--- src/rtl/fetch_sequencer_if.sv ---
// Fetch sequencer bus interface.
//
// Bundles the instruction-memory port, the decode-side redirect/hold
// controls, the interrupt handshake and the PC status outputs.
//
//   master : the fetch sequencer (drives addresses, PC, ack, flush)
//   slave  : the environment (memory, decode, interrupt controller)
//
// Signals:
//   imem_addr     instruction memory address
//   imem_rd       instruction memory read enable
//   imem_data     memory read data, one cycle after imem_rd
//   stall         hazard hold request from decode
//   branch_taken  PC redirect request
//   branch_target redirect target
//   int_req       level-sensitive interrupt request
//   int_ack       single-cycle interrupt acknowledge
//   saved_pc      return PC captured on interrupt acceptance
//   pc            current PC
//   fetch_valid   imem_addr is a real instruction fetch
//   flush         one-cycle pulse killing the IF/ID instruction
interface fetch_sequencer_if #(
  parameter int ADDR_W = 32
);

  logic [ADDR_W-1:0] imem_addr;
  logic              imem_rd;
  logic [ADDR_W-1:0] imem_data;
  logic              stall;
  logic              branch_taken;
  logic [ADDR_W-1:0] branch_target;
  logic              int_req;
  logic              int_ack;
  logic [ADDR_W-1:0] saved_pc;
  logic [ADDR_W-1:0] pc;
  logic              fetch_valid;
  logic              flush;

  modport master (
    output imem_addr,
    output imem_rd,
    input  imem_data,
    input  stall,
    input  branch_taken,
    input  branch_target,
    input  int_req,
    output int_ack,
    output saved_pc,
    output pc,
    output fetch_valid,
    output flush
  );

  modport slave (
    input  imem_addr,
    input  imem_rd,
    output imem_data,
    output stall,
    output branch_taken,
    output branch_target,
    output int_req,
    input  int_ack,
    input  saved_pc,
    input  pc,
    input  fetch_valid,
    input  flush
  );

endinterface

--- src/rtl/fetch_sequencer.sv ---
// Fetch sequencer.
//
// Generates the instruction-fetch PC. After reset it reads the program
// start address from memory location RESET_VEC, then fetches sequentially,
// honouring decode stalls, branch redirects and interrupts.
//
// Ports:
//   clk  rising-edge clock
//   rst  asynchronous, active-high reset
//   bus  fetch_sequencer_if.master (memory port, decode controls,
//        interrupt handshake, PC status)
//
// Parameters:
//   ADDR_W     PC / address width
//   RESET_VEC  address holding the program start address
//   INT_VEC    first fetch address after an interrupt is accepted
//
// state    | meaning
// ---------+--------------------------------------------------------
// BOOT     | read of RESET_VEC issued
// LOAD     | read data returning, loaded into pc at the edge
// RUN      | normal fetch: branch > interrupt > stall > increment
// INT_SAVE | interrupt acknowledge cycle, pc redirected to INT_VEC
module fetch_sequencer #(
  parameter int          ADDR_W    = 32,
  parameter int unsigned RESET_VEC = 0,
  parameter int unsigned INT_VEC   = 2
) (
  input  logic              clk,
  input  logic              rst,
  fetch_sequencer_if.master bus
);

  localparam logic [ADDR_W-1:0] RST_ADDR = ADDR_W'(RESET_VEC);
  localparam logic [ADDR_W-1:0] INT_ADDR = ADDR_W'(INT_VEC);
  localparam logic [ADDR_W-1:0] PC_INC   = ADDR_W'(1);

  typedef enum logic [1:0] {
    BOOT     = 2'd0,
    LOAD     = 2'd1,
    RUN      = 2'd2,
    INT_SAVE = 2'd3
  } state_t;

  state_t            state;
  logic [ADDR_W-1:0] pc_q;
  logic [ADDR_W-1:0] saved_pc_q;
  logic              flush_q;
  logic              int_ack_q;

  // Interrupts are only taken when decode is not holding the pipe, and a
  // branch in the same cycle always wins (the interrupt simply stays pending).
  logic              int_take;
  assign int_take = bus.int_req && !bus.stall && !bus.branch_taken;

  always_ff @(posedge clk or posedge rst) begin
    if (rst) begin
      state      <= BOOT;
      pc_q       <= RST_ADDR;
      saved_pc_q <= '0;
      flush_q    <= 1'b0;
      int_ack_q  <= 1'b0;
    end else begin
      // flush and int_ack are single-cycle pulses by construction.
      flush_q   <= 1'b0;
      int_ack_q <= 1'b0;
      case (state)
        BOOT: begin
          state <= LOAD;
        end
        LOAD: begin
          pc_q  <= bus.imem_data;
          state <= RUN;
        end
        RUN: begin
          if (bus.branch_taken) begin
            // Redirect overrides a stall: the held instruction is killed.
            pc_q    <= bus.branch_target;
            flush_q <= 1'b1;
          end else if (int_take) begin
            // The instruction at pc is fetched this cycle and completes,
            // so the return point is the one after it.
            saved_pc_q <= pc_q + PC_INC;
            int_ack_q  <= 1'b1;
            state      <= INT_SAVE;
          end else if (!bus.stall) begin
            pc_q <= pc_q + PC_INC;
          end
        end
        INT_SAVE: begin
          pc_q    <= INT_ADDR;
          flush_q <= 1'b1;
          state   <= RUN;
        end
        default: begin
          state <= BOOT;
        end
      endcase
    end
  end

  // Memory controls are decoded from state so that a stall suppresses the
  // fetch in the same cycle it is raised.
  always_comb begin
    bus.imem_addr   = pc_q;
    bus.imem_rd     = 1'b0;
    bus.fetch_valid = 1'b0;
    case (state)
      BOOT: begin
        bus.imem_addr = RST_ADDR;
        bus.imem_rd   = 1'b1;
      end
      RUN: begin
        bus.imem_rd     = !bus.stall;
        bus.fetch_valid = !bus.stall;
      end
      default: begin
        bus.imem_rd     = 1'b0;
        bus.fetch_valid = 1'b0;
      end
    endcase
  end

  assign bus.pc       = pc_q;
  assign bus.saved_pc = saved_pc_q;
  assign bus.flush    = flush_q;
  assign bus.int_ack  = int_ack_q;

endmodule

--- src/flat_wrapper.sv ---
// flat-port wrapper written by rule: the top's interface ports become plain ports
module fetch_sequencer_flat 
#(
  parameter int          ADDR_W    = 32,
  parameter int unsigned RESET_VEC = 0,
  parameter int unsigned INT_VEC   = 2
)
  (clk, rst, bus_imem_addr, bus_imem_rd, bus_imem_data, bus_stall, bus_branch_taken, bus_branch_target, bus_int_req, bus_int_ack, bus_saved_pc, bus_pc, bus_fetch_valid, bus_flush);
  fetch_sequencer_if #(.ADDR_W(ADDR_W)) bus_i ();
  input  logic clk;
  input  logic rst;
  output wire logic [$bits(bus_i.imem_addr)-1:0] bus_imem_addr;
  output wire logic [$bits(bus_i.imem_rd)-1:0] bus_imem_rd;
  input wire logic [$bits(bus_i.imem_data)-1:0] bus_imem_data;
  input wire logic [$bits(bus_i.stall)-1:0] bus_stall;
  input wire logic [$bits(bus_i.branch_taken)-1:0] bus_branch_taken;
  input wire logic [$bits(bus_i.branch_target)-1:0] bus_branch_target;
  input wire logic [$bits(bus_i.int_req)-1:0] bus_int_req;
  output wire logic [$bits(bus_i.int_ack)-1:0] bus_int_ack;
  output wire logic [$bits(bus_i.saved_pc)-1:0] bus_saved_pc;
  output wire logic [$bits(bus_i.pc)-1:0] bus_pc;
  output wire logic [$bits(bus_i.fetch_valid)-1:0] bus_fetch_valid;
  output wire logic [$bits(bus_i.flush)-1:0] bus_flush;
  assign bus_imem_addr = bus_i.imem_addr;
  assign bus_imem_rd = bus_i.imem_rd;
  assign bus_i.imem_data = bus_imem_data;
  assign bus_i.stall = bus_stall;
  assign bus_i.branch_taken = bus_branch_taken;
  assign bus_i.branch_target = bus_branch_target;
  assign bus_i.int_req = bus_int_req;
  assign bus_int_ack = bus_i.int_ack;
  assign bus_saved_pc = bus_i.saved_pc;
  assign bus_pc = bus_i.pc;
  assign bus_fetch_valid = bus_i.fetch_valid;
  assign bus_flush = bus_i.flush;
  fetch_sequencer #(.ADDR_W(ADDR_W), .RESET_VEC(RESET_VEC), .INT_VEC(INT_VEC)) u_core (.clk(clk), .rst(rst), .bus(bus_i));
endmodule
--- config.mk ---
export PLATFORM = sky130hd
export DESIGN_NAME = fetch_sequencer_flat
export DESIGN_NICKNAME = d
export VERILOG_FILES = /design/src/rtl/fetch_sequencer_if.sv /design/src/rtl/fetch_sequencer.sv /design/src/flat_wrapper.sv
export SDC_FILE = /design/constraint.sdc
export NUM_CORES = 1
export LEC_CHECK = 0
export CAP_MARGIN = 20
export CORE_MARGIN = 2
export CORE_UTILIZATION = 39
export CTS_BUF_LIST = sky130_fd_sc_hd__clkbuf_16
export DETAILED_ROUTE_END_ITERATION = 8
export PLACE_DENSITY = 0.89
export SLEW_MARGIN = 20
export SYNTH_ARGS = -nofsm -noshare
export SYNTH_HDL_FRONTEND = slang
export SYNTH_SLANG_ARGS = --single-unit
export TNS_END_PERCENT = 1
--- constraint.sdc ---
create_clock -name clk -period 2.2 [get_ports clk]
set_clock_uncertainty 0.15 [all_clocks]
set_input_delay 0.33 -clock clk [delete_from_list [all_inputs] [get_ports clk]]
set_output_delay 0.33 -clock clk [all_outputs]
set_load 0.005 [all_outputs]
==> metrics.yaml <==
status: "complete, but fails checks"
violations: "setup timing"
rsz0062_at_grt: "true"
pwr-share-clk_pct: 27.5
cp_max_fo: 5
p_int_uw: 3160
wl_met2_um: 7670
wl_per_cell_um: 19.4
netlist-cell-type-count: 54
htree_levels: 3
finalSetupViolations: 2
ir_drop_mv: 0.471
grt_max_degree: 29
stdcell_count: 803
wl_um: 15600
syn-num-nets: 524
cts_sinks: 68
postSynth.asyncResetShare_pct: 100
tightest_slew_ns: 0.600
slew_headroom_pct: 59.9
core_um2: 9770
ys_ff_latch: 68
areaGrowthSynthToFinish_pct: 66.5
syn_inst: 454
drt_iter0_markers: 463
dp_cells: 783
diodes: 0
cts_tree: "done"
start_util_pct: 40.2
p_seq_share_pct: 36.2
grt_usage_pct: 27.9
via_per_inst: 5.69
power.density_nw_per_um2: 690
period_minus_slack_ns: 2.23
clk_pin_slew_ns: 0.05
place_ws_ns: -0.133
cts_root_buf: "clkbuf_16"
drive_gt1_share_pct: 14.0
min_path_type: "in -> async"
rows: 36
final_common_cell: "clkdlybuf4s50_1"
arrival_ns: 2.33
yosysWarnings: 0
ant_nets: 0
worstPathCellList: "nand4_4 -> or4_4 -> or4_4 -> o31a_1 -> o22ai_1"
max-clock-path-buffers: 2
leakage_uw: 0.00297
maxCapViolCount: 0
clock_latency_ns: 0.33
cp_slowest_cell: "or4_4"
nets: 735
synth-main-ff-cell: "dfrtp_1"
crit_family: "simple AND/OR/NAND/NOR gates"
final_cell_mix: "clkdlybuf4s50_1, dfrtp_1, buf_4"
fin_ws_ns: -0.0252
hold_viol: 0
drc_errors: 0
worstPathBufferInverterCount: 0
switching_share_pct: 30.1
fin_crit_sh_pct: 101
fmax_ghz: 0.449
netlist_area_um2: 3930
synth_enable_flop_cells: 0
dieArea_um2: 10900
die_y_um: 104
ys_seq_area_share_pct: 43.3
antenna_found_initial: 0
met3WireLength_um: 1410
wl_met1_um: 6000
switchingPower_uw: 1360
grt_pass1_vias: 4724
cp-start-kind: "register"
grt_overflow: 0
dr_total_vias: 4571
place_congestion: 0.916
hold_ws_ns: 0.269
pin_count: 169
maxSlewViolCount: 0
critPathKind: "reg -> reg"
grt_pass1_wl_um: 24100
crit_required_ns: 2.30
ctsHoldBuffers: 0
first_pass_iters: 5
cpMostUsedCell: "or4_4"
p_comb_share_pct: 36.3
io_buffers: 168
cts_buffers: 9
place.detailed.hpwl_um: 11500
critPathCaptureType: "register"
avgSynthCellArea_um2: 8.65
fp.dieW_um: 104
routed.top_layer: "met4"
critPathMaxStageDelay_ns: 0.57
## cell usage after synthesis, types with 3 or more instances
master / count / area (µm²)
inv_1: 16 / 60.1
a221oi_1: 12 / 105
and2_1: 22 / 138
o21ai_0: 40 / 200
dfrtp_1: 68 / 1700
xor2_1: 8 / 70.1
clkbuf_1: 26 / 97.6
nor4_1: 5 / 31.3
nand4_1: 10 / 62.6
nand2_1: 50 / 188
nor2_1: 40 / 150
a21oi_1: 24 / 120
and4_1: 3 / 26.3
nor2b_1: 3 / 18.8
nand3_1: 14 / 70.1
o22ai_1: 8 / 50.1
a22oi_1: 7 / 52.6
o31a_1: 6 / 52.6
xnor2_1: 21 / 184
nor3_1: 6 / 30.0
and3_1: 20 / 125
## registers in the layout, summed over array words and instances, names as in the netlist
signal               flops
u_core.bus.int_ack       1
u_core.bus.saved_pc     32
u_core.bus.pc           32
u_core.bus.flush         1
u_core.state             2
## per-stage QoR
step	setup TNS (ns)	util [%]	power [µW]	cell area, µm²
2_1_floorplan	-0.156	-	2190	3940
3_3_place_gp	-0.0901	63.0	3200	6150
3_5_place_dp	-0.490	63.0	3260	6150
4_1_cts	-0.525	66.0	4510	6450
5_1_grt	-0.531	66.9	4700	6540
6_report	-0.0296	66.9	4510	6540
## logic make-up (layout without fill, tap and decap cells)
| kind of cell | after synthesis | after routing | share of synthesized area, % |
|---|---|---|---|
| multiplexers | 4 | 4 | 1.08 |
| AND/OR/NAND/NOR | 189 | 189 | 25.2 |
| adder cells (fa/ha/maj) | 1 | 1 | 0.318 |
| XOR/XNOR | 29 | 29 | 6.47 |
| AO/OA/AOI/OAI | 117 | 117 | 19.2 |
| buffers and inverters | 46 | 262 | 4.43 |
| flip-flops | 68 | 68 | 43.3 |
## path summary, 6_finish.rpt
check                           slack, ns                                start                             endpoint  cells after the start
worst max register to register      -0.03         u_core.bus.pc[6]$_DFFE_PP0P_        u_core.bus.pc[30]$_DFFE_PP0P_                      5
worst max-delay path                -0.03         u_core.bus.pc[6]$_DFFE_PP0P_        u_core.bus.pc[30]$_DFFE_PP0P_                      5
max in group asynchronous            1.11                                  rst         u_core.bus.pc[5]$_DFFE_PP0P_                      3
min in group clk                     0.33  u_core.bus.saved_pc[22]$_DFFE_PP0N_  u_core.bus.saved_pc[22]$_DFFE_PP0N_                      2
worst min-delay path                 0.27                                  rst  u_core.bus.saved_pc[15]$_DFFE_PP0N_                      2
worst min register to register       0.33  u_core.bus.saved_pc[22]$_DFFE_PP0N_  u_core.bus.saved_pc[22]$_DFFE_PP0N_                      2
## power by group through the flow
stage	sequential [µW]	clock (µW)	combinational (µW)
after global placement	1630	0	1570
after floorplan	1690	0	500
after global routing	1660	1300	1750
final	1630	1240	1640
after detailed placement	1640	0	1620
after CTS	1630	1250	1640
## what timing repair did
item,4_1_cts,5_1_grt
pin swaps,2,3
gates resized for setup,5,28
buffers inserted,2,2
endpoints found under the setup margin,28,34
endpoints found under the hold margin,0,0
## routing by layer
layer	up-vias	track usage (%)
met4	0	16.1
met5	-	0
met2	277	45.2
met1	2191	33.3
met3	51	7.39
li1	2052	-
## area by class of cell
cell class,count,area [µm²]
sequential,68,1700
timing repair buffer,229,2240
clock buffer,9,225
tap,133,166
fill,700,3230
multi-input combinational,340,2110
inverter,17,67.6
clock inverter,7,28.8
No activity file was read; power rests on OpenSTA's default activity.
